## src/rtl/pe_ctx_pkg.sv

```systemverilog
// Shared definitions for the PE context sequencer: field map, legal codes, state, NOP bundle.
// PE_CTX_ILLEGAL_CHK_EN enables issue-time legality checking of context words.
package pe_ctx_pkg;

    localparam int IN_LSB   = 0,  IN_MSB   = 8;
    localparam int OUT_LSB  = 9,  OUT_MSB  = 17;
    localparam int PUTI_LSB = 18, PUTI_MSB = 23;
    localparam int PUTO_LSB = 24, PUTO_MSB = 29;
    localparam int SEND_LSB = 30, SEND_MSB = 35;
    localparam int REG1_LSB = 36, REG1_MSB = 41;
    localparam int REG2_LSB = 42, REG2_MSB = 47;
    localparam int FU1_LSB  = 48, FU1_MSB  = 51;
    localparam int FU2_LSB  = 52, FU2_MSB  = 55;
    localparam int WB_BIT   = 56;
    localparam int LD_BIT   = 57;
    localparam int LDW_BIT  = 58;

    localparam logic [8:0] IN_NONE = 9'h000;
    localparam logic [8:0] IN_A    = 9'h008;
    localparam logic [8:0] IN_B    = 9'h004;
    localparam logic [8:0] IN_C    = 9'h002;
    localparam logic [8:0] IN_D    = 9'h010;

    localparam logic [3:0] FU_NONE = 4'b0000;
    localparam logic [3:0] FU_A    = 4'b0010;
    localparam logic [3:0] FU_B    = 4'b0011;
    localparam logic [3:0] FU_C    = 4'b0100;
    localparam logic [3:0] FU_D    = 4'b1000;

    typedef enum logic {IDLE, RUN} state_t;

    typedef struct packed {
        logic [8:0] control_in;
        logic [8:0] control_out;
        logic [5:0] put_in;
        logic [5:0] put_out;
        logic [5:0] send;
        logic [5:0] reg_1;
        logic [5:0] reg_2;
        logic [3:0] pe2fu_1;
        logic [3:0] pe2fu_2;
        logic       write_back;
        logic       ld;
        logic       ld_write;
    } ctx_bundle_t;

    localparam ctx_bundle_t NOP_BUNDLE = '{
        control_in: 9'd0, control_out: 9'd0, put_in: 6'd0, put_out: 6'd0,
        send: 6'd0, reg_1: 6'd0, reg_2: 6'd0, pe2fu_1: 4'd0, pe2fu_2: 4'd0,
        write_back: 1'b0, ld: 1'b1, ld_write: 1'b0};

    function automatic logic is_legal_in(input logic [8:0] c);
        return c inside {IN_NONE, IN_A, IN_B, IN_C, IN_D};
    endfunction

    function automatic logic is_legal_fu(input logic [3:0] c);
        return c inside {FU_NONE, FU_A, FU_B, FU_C, FU_D};
    endfunction

endpackage

```

## src/rtl/pe_ctx_decode.sv

```systemverilog
// Combinational unpack of a 64-bit context word into the PE control bundle.
// With PE_CTX_ILLEGAL_CHK_EN, words with unknown mux/operand codes collapse to NOP.
import pe_ctx_pkg::*;

module pe_ctx_decode (
    input  logic [63:0] word,
    output ctx_bundle_t bundle
`ifdef PE_CTX_ILLEGAL_CHK_EN
    ,
    output logic        illegal
`endif
);

    ctx_bundle_t raw;
    logic [4:0]  unused_rsvd;

    assign unused_rsvd     = word[63:59];
    assign raw.control_in  = word[IN_MSB:IN_LSB];
    assign raw.control_out = word[OUT_MSB:OUT_LSB];
    assign raw.put_in      = word[PUTI_MSB:PUTI_LSB];
    assign raw.put_out     = word[PUTO_MSB:PUTO_LSB];
    assign raw.send        = word[SEND_MSB:SEND_LSB];
    assign raw.reg_1       = word[REG1_MSB:REG1_LSB];
    assign raw.reg_2       = word[REG2_MSB:REG2_LSB];
    assign raw.pe2fu_1     = word[FU1_MSB:FU1_LSB];
    assign raw.pe2fu_2     = word[FU2_MSB:FU2_LSB];
    assign raw.write_back  = word[WB_BIT];
    assign raw.ld          = word[LD_BIT];
    assign raw.ld_write    = word[LDW_BIT];

`ifdef PE_CTX_ILLEGAL_CHK_EN
    assign illegal = !is_legal_in(raw.control_in) || !is_legal_fu(raw.pe2fu_1)
                     || !is_legal_fu(raw.pe2fu_2);
    assign bundle  = illegal ? NOP_BUNDLE : raw;
`else
    assign bundle  = raw;
`endif

endmodule

```

## src/rtl/pe_ctx_seq.sv

```systemverilog
// Context sequencer for one PE: stores a kernel of context words and replays one per cycle.
// Optional PE_CTX_ILLEGAL_CHK_EN adds the ctx_illegal output and NOP substitution.
import pe_ctx_pkg::*;

module pe_ctx_seq #(
    parameter int CTX_DEPTH = 16,
    parameter int CTX_AW    = 4,
    parameter int LOOP_W    = 8
) (
    input  logic              CLK,
    input  logic              RST,
    input  logic              cfg_we,
    input  logic [CTX_AW-1:0] cfg_addr,
    input  logic [63:0]       cfg_data,
    input  logic              start,
    input  logic [CTX_AW-1:0] ctx_last,
    input  logic [LOOP_W-1:0] loop_cnt,
    input  logic              stall,
    output logic              busy,
    output logic              done,
    output logic              cfg_err,
    output logic [8:0]        control_in,
    output logic [8:0]        control_out,
    output logic [5:0]        control_put_in,
    output logic [5:0]        control_put_out,
    output logic [5:0]        control_send,
    output logic [5:0]        control_reg_1,
    output logic [5:0]        control_reg_2,
    output logic [3:0]        control_pe2fu_1,
    output logic [3:0]        control_pe2fu_2,
    output logic              write_back,
    output logic              ld,
    output logic              ld_write
`ifdef PE_CTX_ILLEGAL_CHK_EN
    ,
    output logic              ctx_illegal
`endif
);

    logic [63:0]       mem [CTX_DEPTH];
    state_t            state;
    logic [CTX_AW-1:0] pc, issued, last_idx;
    logic [LOOP_W-1:0] pass_left;
    ctx_bundle_t       out_q, dec;

    logic              addr_bad, wr_ok, at_last;
    logic [CTX_AW-1:0] rd_idx, last_in;
    logic [63:0]       rd_word;

    assign addr_bad = 32'(cfg_addr) >= CTX_DEPTH;
    assign wr_ok    = (state == IDLE) && cfg_we && !addr_bad;
    assign at_last  = issued == last_idx;
    assign rd_idx   = (state == RUN && !at_last) ? pc : '0;
    // Same-edge write to word 0 must be visible to a coincident start.
    assign rd_word  = (wr_ok && cfg_addr == '0 && rd_idx == '0) ? cfg_data : mem[rd_idx];
    assign last_in  = (32'(ctx_last) >= CTX_DEPTH) ? CTX_AW'(CTX_DEPTH - 1) : ctx_last;

`ifdef PE_CTX_ILLEGAL_CHK_EN
    logic dec_illegal;
    pe_ctx_decode u_dec (.word(rd_word), .bundle(dec), .illegal(dec_illegal));
`else
    pe_ctx_decode u_dec (.word(rd_word), .bundle(dec));
`endif

    always_ff @(posedge CLK) begin
        if (wr_ok) mem[cfg_addr] <= cfg_data;
    end

    always_ff @(posedge CLK) begin
        if (RST) begin
            state     <= IDLE;
            out_q     <= NOP_BUNDLE;
            busy      <= 1'b0;
            done      <= 1'b0;
            cfg_err   <= 1'b0;
            pc        <= '0;
            issued    <= '0;
            last_idx  <= '0;
            pass_left <= '0;
`ifdef PE_CTX_ILLEGAL_CHK_EN
            ctx_illegal <= 1'b0;
`endif
        end else begin
            done <= 1'b0;
            case (state)
                IDLE: begin
                    cfg_err <= cfg_we && addr_bad;
                    if (start) begin
                        state     <= RUN;
                        busy      <= 1'b1;
                        out_q     <= dec;
                        issued    <= '0;
                        last_idx  <= last_in;
                        pass_left <= loop_cnt;
                        pc        <= (last_in == '0) ? '0 : CTX_AW'(1);
`ifdef PE_CTX_ILLEGAL_CHK_EN
                        ctx_illegal <= dec_illegal;
`endif
                    end
                end
                RUN: begin
                    cfg_err <= cfg_we;
                    if (!stall) begin
                        if (!at_last) begin
                            out_q  <= dec;
                            issued <= pc;
                            pc     <= pc + 1'b1;
`ifdef PE_CTX_ILLEGAL_CHK_EN
                            ctx_illegal <= dec_illegal;
`endif
                        end else if (pass_left != '0) begin
                            pass_left <= pass_left - 1'b1;
                            out_q     <= dec;
                            issued    <= '0;
                            pc        <= (last_idx == '0) ? '0 : CTX_AW'(1);
`ifdef PE_CTX_ILLEGAL_CHK_EN
                            ctx_illegal <= dec_illegal;
`endif
                        end else begin
                            state <= IDLE;
                            out_q <= NOP_BUNDLE;
                            busy  <= 1'b0;
                            done  <= 1'b1;
`ifdef PE_CTX_ILLEGAL_CHK_EN
                            ctx_illegal <= 1'b0;
`endif
                        end
                    end
                end
                default: state <= IDLE;
            endcase
        end
    end

    assign control_in      = out_q.control_in;
    assign control_out     = out_q.control_out;
    assign control_put_in  = out_q.put_in;
    assign control_put_out = out_q.put_out;
    assign control_send    = out_q.send;
    assign control_reg_1   = out_q.reg_1;
    assign control_reg_2   = out_q.reg_2;
    assign control_pe2fu_1 = out_q.pe2fu_1;
    assign control_pe2fu_2 = out_q.pe2fu_2;
    assign write_back      = out_q.write_back;
    assign ld              = out_q.ld;
    assign ld_write        = out_q.ld_write;

endmodule

```

## config.mk

```make
export PLATFORM = sky130hd
export DESIGN_NAME = pe_ctx_seq
export DESIGN_NICKNAME = d
export VERILOG_FILES = /design/src/rtl/pe_ctx_pkg.sv /design/src/rtl/pe_ctx_decode.sv /design/src/rtl/pe_ctx_seq.sv
export SDC_FILE = /design/constraint.sdc
export NUM_CORES = 1
export LEC_CHECK = 0
export CORE_MARGIN = 3
export CORE_UTILIZATION = 55
export DETAILED_ROUTE_END_ITERATION = 7
export HOLD_SLACK_MARGIN = 0.02
export PLACE_DENSITY = 0.73
export SLEW_MARGIN = 20
export SYNTH_ARGS = -nofsm -noshare
export SYNTH_HDL_FRONTEND = slang
export SYNTH_SLANG_ARGS = --single-unit
```

## constraint.sdc

```tcl
create_clock -name CLK -period 12.1 [get_ports CLK]
set_input_delay 1.815 -clock CLK [delete_from_list [all_inputs] [get_ports CLK]]
set_output_delay 1.815 -clock CLK [all_outputs]
set_load 0.02 [all_outputs]
```

==> load_flow_metrics.sql, run 1 <==
INSERT INTO impl_metrics (metric_group, metric, value, unit) VALUES
('yosys', 'synthesis.area_per_instance', '15.3', 'um^2'),
('yosys', 'yosysWarnings', '0', ''),
('worst_setup_path', 'slowest_delay', '0.85', 'ns'),
('detailed_routing', 'route.vias.total', '23779', ''),
('power', 'internal_power_component', '5.82', 'mW'),
('placement', 'gp_congestion', '0.797', ''),
('cts', 'cts_setup_buffers', '0', ''),
('detailed_routing', 'drc', '0', ''),
('yosys', 'synth_enable_flop_cells', '944', ''),
('cells_and_area', 'commonest_non_fill_non_tap_cells_in_the_layout', '944 x sky130_fd_sc_hd__edfxtp_1, 350 x sky130_fd_sc_hd__nand2_1, 141 x sky130_fd_sc_hd__clkdlybuf4s50_1', ''),
('worst_setup_path', 'critical_path.endpoint_type', 'flip-flop', ''),
('timing', 'report.final.hold_viol_count', '0', ''),
('yosys', 'ys_top_cells_by_area', 'sky130_fd_sc_hd__edfxtp_1 72%, sky130_fd_sc_hd__dfxtp_1 4.2%, sky130_fd_sc_hd__nand2_1 3.4%', ''),
('power', 'p_sw_share', '21.8', '%'),
('cells_and_area', 'final_layout_size_suffix_gt1_share', '10.5', '%'),
('detailed_routing', 'route.detailed.vias_per_inst', '6.43', ''),
('timing', 'final_min_period_over_clock_period', '38.8', '%'),
('worst_setup_path', 'critPathMaxFanout', '59', ''),
('timing', 'maxSlewHeadroom', '23.9', '%'),
('cells_and_area', 'area.growth.synth_to_final', '14.4', '%'),
('global_routing', 'first_global_vias', '23661', ''),
('cts', 'cts_tree', 'built', ''),
('global_routing', 'initial_antenna_violation_count', '6', ''),
('cts', 'cts-root-buf', 'sky130_fd_sc_hd__clkbuf_16', ''),
('die', 'initial_core_util', '55.8', '%'),
('placement', 'postPlaceCellArea', '41600', 'um^2'),
('yosys', 'netlist.area_leader.share', '72.4', '%'),
('cells_and_area', 'finish.net_count', '2762', ''),
('yosys', 'post_synth_inst_count', '2557', ''),
('power', 'power_density', '166', 'nW/um^2'),
('die', 'num_io_pins', '147', ''),
('detailed_routing', 'drtAntennaViolNets', '0', ''),
('cells_and_area', 'layoutNonFillerInstCount', '3700', ''),
('worst_setup_path', 'setup.worst_path.class', 'flip-flop to flip-flop', ''),
('placement', 'placedCellCount', '3513', ''),
('power', 'power_share_of_the_sequential_group', '53.4', '%'),
('worst_setup_path', 'worst_path_most_repeated_cell', 'sky130_fd_sc_hd__buf_4', ''),
('worst_setup_path', 'worstSetupStartpointType', 'flip-flop', ''),
('detailed_routing', 'number_of_detailed_route_iterations_in_the_first_pass', '5', ''),
('power', 'total_switching_power', '1.62', 'mW'),
('placement', 'dp.final_hpwl', '48000', 'um'),
('detailed_routing', 'drt_iter0_markers', '2730', ''),
('die', 'rows', '97', ''),
('worst_setup_path', 'cp_data_arrival_time', '5.27', 'ns'),
('cts', 'cts.reportedPaths.clkPinSlew', '0.07', 'ns'),
('cts', 'h_tree_level_count', '3', ''),
('timing', 'timing.final.max_slew_violations', '0', ''),
('cts', 'cts.hold.buffers_added', '0', ''),
('cts', 'clock_sinks', '1027', ''),
('min_path', 'worst_hold_path_type', 'flip-flop to flip-flop', ''),
('die', 'floorplan.die.height', '273', 'um'),
('timing', 'fin_setup_tns', '0', 'ns'),
('yosys', 'syn-num-nets', '2645', ''),
('global_routing', 'grt_first_pass_wirelength', '149000', 'um'),
('yosys', 'yosysSeqAreaShare', '76.6', '%'),
('cts', 'post_cts_resized', '0', ''),
('die', 'core_footprint', '70300', 'um^2'),
('global_routing', 'grt_remaining_overflow', '0', ''),
('outcome', 'status', 'finished, final reports clean', ''),
('worst_setup_path', 'crit_path_cell_trace', 'buf_4 -> buf_4 -> nand2_1 -> nand3_2 -> buf_4 -> nor2_1 -> o311a_1 -> o21ai_0', ''),
('cells_and_area', 'layout.cells.most_common', 'sky130_fd_sc_hd__edfxtp_1', ''),
('timing', 'report.final.setup_viol', '0', ''),
('die', 'die_w', '273', 'um'),
('worst_setup_path', 'worstPathRequired', '12.67', 'ns'),
('yosys', 'postSynthRegisterBits', '1027', ''),
('detailed_routing', 'postRouteWirelength', '99900', 'um'),
('timing', 'tightestPinTransition', '1.14', 'ns'),
('timing', 'grt_setup_unrepaired', 'false', ''),
('cells_and_area', 'fin_area', '44800', 'um^2'),
('cts', 'clk-insertion-delay-late', '0.66', 'ns'),
('die', 'floorplan.die_area', '74500', 'um^2');
[final timing paths]
check             slack [ns]  cells after the start      start                  to
setup reg to reg        7.40                      8      pc[0]  control_put_out[5]
hold reg to reg         0.47                      2  issued[3]           issued[3]
hold / removal          0.47                      2  issued[3]           issued[3]
setup / recovery        7.40                      8      pc[0]  control_put_out[5]
[metal layers]
| layer | up-vias | wire length (um) | track usage, % |
|---|---|---|---|
| met5 | - | 7 | 0 |
| met4 | 2 | 2980 | 9.56 |
| met3 | 209 | 11000 | 5.50 |
| met2 | 1408 | 47200 | 42.5 |
| met1 | 11883 | 38700 | 37.4 |
| li1 | 10277 | - | - |
[cell families after synthesis]
logic type / synth area share (%)
flip-flops: 76.6
AND/OR/NAND/NOR: 7.41
AO/OA/AOI/OAI: 10.1
buffers and inverters: 1.97
multiplexers: 3.70
XOR/XNOR: 0.134
adder cells (fa/ha/maj): 0.0958
[per-stage QoR]
stage / setup slack (ns) / utilization (%) / hold slack, ns / power [mW]
finish: 7.40 / 63.8 / 0.470 / 7.45
global placement: 7.23 / 59.2 / 0.455 / 4.48
CTS: 7.49 / 63.7 / 0.468 / 7.47
global route: 7.27 / 63.8 / 0.499 / 7.67
floorplan: 5.46 / - / 0.444 / 4.28
detailed placement: 7.15 / 59.2 / 0.460 / 4.49
[flip-flops by register name, indices dropped and copies added, names as in the netlist, 6 cells and up]
signal and cells:
control_in 9, control_put_out 6, control_put_in 6, control_out 9, pass_left 8, control_send 6
mem 944, control_reg_1 6, control_reg_2 6
[cell type report]
class | count | area [um^2] | share of cell area (%)
timing repair buffer | 190 | 1810 | 4.05
tap | 940 | 1180 | 2.62
antenna | 5 | 12.5 | 0.0279
clock buffer | 126 | 2710 | 6.04
inverter | 5 | 20.0 | 0.0446
multi-input combinational | 1352 | 8580 | 19.1
sequential | 1027 | 30000 | 67.0
clock inverter | 55 | 510 | 1.14
[worst max-delay path: cells and delay by family, from the launching register on]
family	cells	cell delay, ns
buffers and inverters	3	2.24
AND/OR/NAND/NOR	3	1.01
flip-flops	1	0.67
AO/OA/AOI/OAI	2	0.59
[cell usage after synthesis (22+ instances only)]
master	number
sky130_fd_sc_hd__o21ai_1	45
sky130_fd_sc_hd__nor2_1	96
sky130_fd_sc_hd__edfxtp_1	944
sky130_fd_sc_hd__o221ai_1	60
sky130_fd_sc_hd__a22oi_1	41
sky130_fd_sc_hd__mux2_2	22
sky130_fd_sc_hd__o21ai_0	67
sky130_fd_sc_hd__nand4_1	49
sky130_fd_sc_hd__a31oi_1	48
sky130_fd_sc_hd__buf_1	29
sky130_fd_sc_hd__mux2i_1	118
sky130_fd_sc_hd__and3_1	26
sky130_fd_sc_hd__nand2_1	352
sky130_fd_sc_hd__nand3_1	60
sky130_fd_sc_hd__o311a_1	46
sky130_fd_sc_hd__dfxtp_1	83
sky130_fd_sc_hd__clkbuf_1	95
sky130_fd_sc_hd__o22ai_1	70
sky130_fd_sc_hd__buf_2	40
sky130_fd_sc_hd__a21oi_1	68
sky130_fd_sc_hd__o22a_1	57
[power groups by stage]
stage	clock network (mW)	registers (mW)	logic [mW]
after floorplan	0	4.05	0.226
after CTS	3.05	3.97	0.445
after detailed placement	0	4.05	0.442
after global placement	0	4.05	0.430
final	3.02	3.98	0.450
after global routing	3.21	3.98	0.481
Note: power is estimated with default switching activity, not from simulation.
==> inputs of run 2 (changes only) <==
Clock period 12.1 ns to 4.59 ns, I/O delays scaled along.
==> run 2 against run 1 <==
Compared with the run above: clock skew increased by 0.0045 ns; die area unchanged; total power increased to 2.7 times the previous value; combinational power increased to 2.7 times the previous value; routed wire length about the same; via count increased by 0.66%; sequential cell count unchanged.
==> load_flow_metrics.sql, run 2 (same netlist as run 1, synthesis figures left out) <==
INSERT INTO impl_metrics (metric_group, metric, value, unit) VALUES
('cts', 'h_tree_level_count', '3', ''),
('detailed_routing', 'number_of_detailed_route_iterations_in_the_first_pass', '5', ''),
('cts', 'cts.reportedPaths.clkPinSlew', '0.06', 'ns'),
('outcome', 'status', 'finished, final reports clean', ''),
('timing', 'fin_setup_tns', '0', 'ns'),
('power', 'power.ir.vdd_worst', '0.310', 'mV'),
('die', 'die_w', '273', 'um'),
('cts', 'cts.path.max_buffers', '3', ''),
('worst_setup_path', 'slowest_delay', '0.99', 'ns'),
('cells_and_area', 'area.growth.synth_to_final', '15.4', '%'),
('cts', 'cts_tree', 'built', ''),
('cts', 'numCtsBuffers', '98', ''),
('detailed_routing', 'postRouteWirelength', '99800', 'um'),
('worst_setup_path', 'setup.worst_path.class', 'flip-flop to flip-flop', ''),
('timing', 'report.final.hold_viol_count', '0', ''),
('worst_setup_path', 'crit_path_cell_trace', 'xor2_1 -> or4_1 -> and3_2 -> buf_4 -> o311a_1 -> o21ai_1', ''),
('global_routing', 'pin_count_of_the_biggest_net_entering_global_routing', '67', ''),
('cells_and_area', 'layout.cells.most_common', 'sky130_fd_sc_hd__edfxtp_1', ''),
('cts', 'cts_setup_buffers', '0', ''),
('timing', 'final.setup_skew', '0.0245', 'ns'),
('cells_and_area', 'seq_area', '30000', 'um^2'),
('die', 'floorplan.die.height', '273', 'um'),
('cells_and_area', 'fin_area', '45200', 'um^2'),
('detailed_routing', 'detail_route.wl_per_cell', '26.9', 'um'),
('die', 'core_footprint', '70300', 'um^2'),
('worst_setup_path', 'critPathMaxFanout', '34', ''),
('run', 'max_cap_viol_count', '0', ''),
('timing', 'grt_setup_unrepaired', 'false', ''),
('placement', 'postPlaceCellArea', '41900', 'um^2'),
('worst_setup_path', 'worstPathRequired', '5.14', 'ns'),
('worst_setup_path', 'critical_path.endpoint_type', 'flip-flop', ''),
('timing', 'fmaxAchievable', '292', 'MHz'),
('worst_setup_path', 'worst_path_max_delay_cell', 'sky130_fd_sc_hd__and3_2', ''),
('cells_and_area', 'fill_cells', '4757', ''),
('cells_and_area', 'finish.net_count', '2771', ''),
('detailed_routing', 'drc', '0', ''),
('die', 'initial_core_util', '55.8', '%'),
('placement', 'gp_congestion', '0.804', ''),
('power', 'power_density', '442', 'nW/um^2'),
('cts', 'clk-insertion-delay-late', '0.66', 'ns'),
('power', 'design_power_total', '20.0', 'mW'),
('timing', 'maxSlewHeadroom', '21.8', '%'),
('worst_setup_path', 'worstSetupStartpointType', 'flip-flop', ''),
('detailed_routing', 'route.vias.total', '23935', ''),
('worst_setup_path', 'cp.buffers_inverters', '1', ''),
('die', 'rows', '97', ''),
('cells_and_area', 'max_reg_flops', '944', ''),
('cts', 'cts.hold.buffers_added', '0', ''),
('worst_setup_path', 'cp_data_arrival_time', '3.97', 'ns'),
('timing', 'final_min_period_over_clock_period', '74.5', '%'),
('cells_and_area', 'final_layout_size_suffix_gt1_share', '10.4', '%'),
('detailed_routing', 'drt_iter0_markers', '2726', ''),
('placement', 'port-buffer-count', '141', ''),
('cells_and_area', 'postLayoutCoreUtil', '64.4', '%'),
('global_routing', 'initial_antenna_violation_count', '3', ''),
('min_path', 'worst_hold_path_type', 'flip-flop to flip-flop', ''),
('cts', 'cts-root-buf', 'sky130_fd_sc_hd__clkbuf_16', ''),
('detailed_routing', 'route.detailed.vias_per_inst', '6.45', ''),
('timing', 'report.final.setup_viol', '0', ''),
('detailed_routing', 'drtAntennaViolNets', '0', ''),
('global_routing', 'first_global_vias', '24094', ''),
('timing', 'layout_min_cycle_time', '3.42', 'ns'),
('die', 'floorplan.die_area', '74500', 'um^2'),
('cts', 'post_cts_resized', '0', ''),
('global_routing', 'grt_remaining_overflow', '0', ''),
('global_routing', 'gr-usage-all-layers', '26.7', '%'),
('power', 'total_leakage_power', '14.2', 'nW'),
('cells_and_area', 'layoutNonFillerInstCount', '3710', ''),
('worst_setup_path', 'crit_family', 'simple AND/OR/NAND/NOR gates', ''),
('die', 'num_io_pins', '147', ''),
('timing', 'timing.final.max_slew_violations', '0', ''),
('placement', 'dp.final_hpwl', '49200', 'um'),
('timing', 'tightestPinTransition', '1.17', 'ns'),
('cts', 'clock_sinks', '1027', ''),
('cells_and_area', 'commonest_non_fill_non_tap_cells_in_the_layout', '944 x sky130_fd_sc_hd__edfxtp_1, 350 x sky130_fd_sc_hd__nand2_1, 141 x sky130_fd_sc_hd__clkdlybuf4s50_1', ''),
('worst_setup_path', 'reg2reg_setup_slack', '1.17', 'ns'),
('placement', 'placedCellCount', '3523', ''),
('global_routing', 'grt_first_pass_wirelength', '149000', 'um'),
('cells_and_area', 'multi_input_comb_area', '8600', 'um^2'),
('cells_and_area', 'reg_with_most_ffs', 'mem', '');
[run 2: changes by cell type in the layout (fill, tap and decap cells not counted), moves of 4 or more]
cell	previous run	this run
sky130_fd_sc_hd__clkbuf_1	13	21
sky130_fd_sc_hd__bufinv_16	7	13
sky130_fd_sc_hd__diode_2	5	1
sky130_fd_sc_hd__buf_12	1	16
sky130_fd_sc_hd__clkinvlp_4	6	1
sky130_fd_sc_hd__clkinv_1	9	16
sky130_fd_sc_hd__buf_6	6	0
sky130_fd_sc_hd__clkinv_2	25	19
[run 2: final cells by class]
cell class | instances | share of cell area, %
multi-input combinational | 1352 | 19.0
clock buffer | 131 | 5.96
inverter | 5 | 0.0443
clock inverter | 55 | 1.47
sequential | 1027 | 66.4
antenna | 1 | 0.00553
tap | 940 | 2.60
timing repair buffer | 199 | 4.53
[run 2: through the flow]
| stage | hold WS, ns | setup slack, ns |
|---|---|---|
| final | 0.465 | 1.17 |
| after global routing | 0.494 | 1.08 |
| after CTS | 0.466 | 1.24 |
| after detailed placement | 0.459 | 1.21 |
| after global placement | 0.456 | 1.27 |
| after floorplan | 0.444 | 0.294 |
[run 2: path summary, 6_finish.rpt]
| path | startpoint | endpoint | depth (start not counted) |
|---|---|---|---|
| min | issued[0] | issued[0] | 2 |
| min reg2reg | issued[0] | issued[0] | 2 |
| max reg2reg | last_idx[1] | control_reg_2[3] | 6 |
| max | last_idx[1] | control_reg_2[3] | 6 |
[run 2: routing by layer]
layer  global-route usage [%]  routed length, um
met5                        0                 27
met4                     9.26               2610
met3                     5.56              10600
met2                     42.8              47700
met1                     36.8              38900
[run 2: worst min-delay path: stages, from the launching register on]
cell and delay (ns):
sky130_fd_sc_hd__dfxtp_1 0.32, sky130_fd_sc_hd__nand2_1 0.05, sky130_fd_sc_hd__a21oi_1 0.05
[run 2: power breakdown]
part	internal (mW)	switching, mW	leakage, nW
Combinational	0.418	0.790	3.36
Sequential	10.4	0.104	9.20
Clock	4.89	3.41	1.65
Total	15.7	4.31	14.2
==> variant: new RTL, flow settings as in run 2 <==
Make the reset (`RST`) asynchronous in one clocked block.
--- a/src/rtl/pe_ctx_seq.sv
+++ b/src/rtl/pe_ctx_seq.sv
@@ -66,7 +66,7 @@
         if (wr_ok) mem[cfg_addr] <= cfg_data;
     end
 
-    always_ff @(posedge CLK) begin
+    always_ff @(posedge CLK or posedge RST) begin
         if (RST) begin
             state     <= IDLE;
             out_q     <= NOP_BUNDLE;
Formal check against the unedited RTL: not equivalent (Yosys sat finds a counterexample within 4 cycles, from zero or initial values and one cycle with RST high; the reset may be asserted at any time).
==> variant against run 2 <==
Wire length increased by 7.5%; sequential cell count unchanged; worst setup slack got worse by 0.13 ns; maximum frequency decreased by 3.6%; area after synthesis increased by 2.4%; synthesized cell count decreased by 1.1%; final cell count decreased by 0.40%; global-route usage increased by 1.0 points; sequential share of layout area decreased by 0.71 points; critical path type unchanged; cell area increased by 2.5%.
Power is not compared: it rests on default switching activity, and its combinational part moved more than twofold at a synthesized area within 25%.
==> variant: results (changes against run 2) <==
[run_status]
status = finished clean

[placement]
dp_cells = 3499  ; -0.68%
detailed_place_hpwl_um = 51200  ; +4.2%
post-place-ws_ns = 1.00  ; -0.205 ns
gp_routability_congestion = 0.793  ; -1.4%

[grt]
antenna_found_initial = 10  ; +7
grt_max_degree = 128  ; +91%

[logic_synthesis]
ys_seq_area_share_pct = 75.8  ; -0.79 points
unique_masters_post_synth = 55  ; -8.3%
synth.mux.area_fraction_pct = 6.11  ; +2.4 points
postSynthNetCount = 2615  ; -1.1%
synth_cells = 2528  ; -1.1%
fraction_of_the_mapped_netlist_area_in_compound_gates_pct = 11.1  ; +1.0 points
synthTopCellsByCount = sky130_fd_sc_hd__edfxtp_1 (944), sky130_fd_sc_hd__o22ai_1 (181), sky130_fd_sc_hd__mux2i_1 (173), sky130_fd_sc_hd__a21oi_1 (171), sky130_fd_sc_hd__nor2_1 (139)

[detailed_routing]
detailroute.wirelength.met3_um = 11900  ; +12%
post_drt_wl_per_cell_um = 29.0  ; +7.9%
met2RoutedLength_um = 50500  ; +6.0%
drt_iter0_markers = 3113  ; +14%

[critical_path]
critical-path-top-delay-family = buffers and inverters
critPathMaxFanout = 54  ; +59%

[final_layout]
num-nets-final = 2738  ; -1.2%
post_layout_nonfiller_instances = 3695  ; -0.40%
num-fill-cells = 4867  ; +2.3%

[cts]
tritoncts.num_buffers = 100  ; +2.0%

[timing]
tightestPinTransition_ns = 1.15  ; -0.0240 ns

## variant: final cells by class
cell class | instances | area share (%)
tap | 950 | 2.56
clock inverter | 52 | 1.38
sequential | 1027 | 65.7
multi-input combinational | 1307 | 19.6
clock buffer | 136 | 6.07
inverter | 8 | 0.0783
antenna | 8 | 0.0432
timing repair buffer | 207 | 4.63
## variant: kinds of logic after synthesis
family,count (synthesis)
flip-flops,1027
adder cells (fa/ha/maj),2
AO/OA/AOI/OAI,684
multiplexers,236
AND/OR/NAND/NOR,381
buffers and inverters,194
XOR/XNOR,4
## variant: metrics by stage
step | area (sq um) | power [uW]
finish | 46300 | 28300
global route | 46300 | 29200
detailed placement | 42900 | 19700
CTS | 46300 | 28200
global placement | 42900 | 19500
floorplan | 40200 | 16600
## variant: metal layers
layer | track usage [%] | vias to the layer above
li1 | - | 10400
met4 | 10.5 | 4
met3 | 5.34 | 285
met5 | 0 | -
met1 | 38.5 | 12500
met2 | 44.1 | 1569
## variant: worst paths after layout
kind,from,end,slack (ns),cells after the start
worst max register to register,state$_DFF_PP0_,control_pe2fu_2[3]$_DFFE_PP0P_,1.04,9
worst min register to register,issued[0]$_DFFE_PP0P_,issued[0]$_DFFE_PP0P_,0.50,2
worst max-delay path,state$_DFF_PP0_,control_pe2fu_2[3]$_DFFE_PP0P_,1.04,9
worst min-delay path,issued[0]$_DFFE_PP0P_,issued[0]$_DFFE_PP0P_,0.50,2
max in group asynchronous,RST,control_pe2fu_1[1]$_DFFE_PP0P_,3.09,3
min in group asynchronous,RST,control_put_out[3]$_DFFE_PP0P_,0.56,2
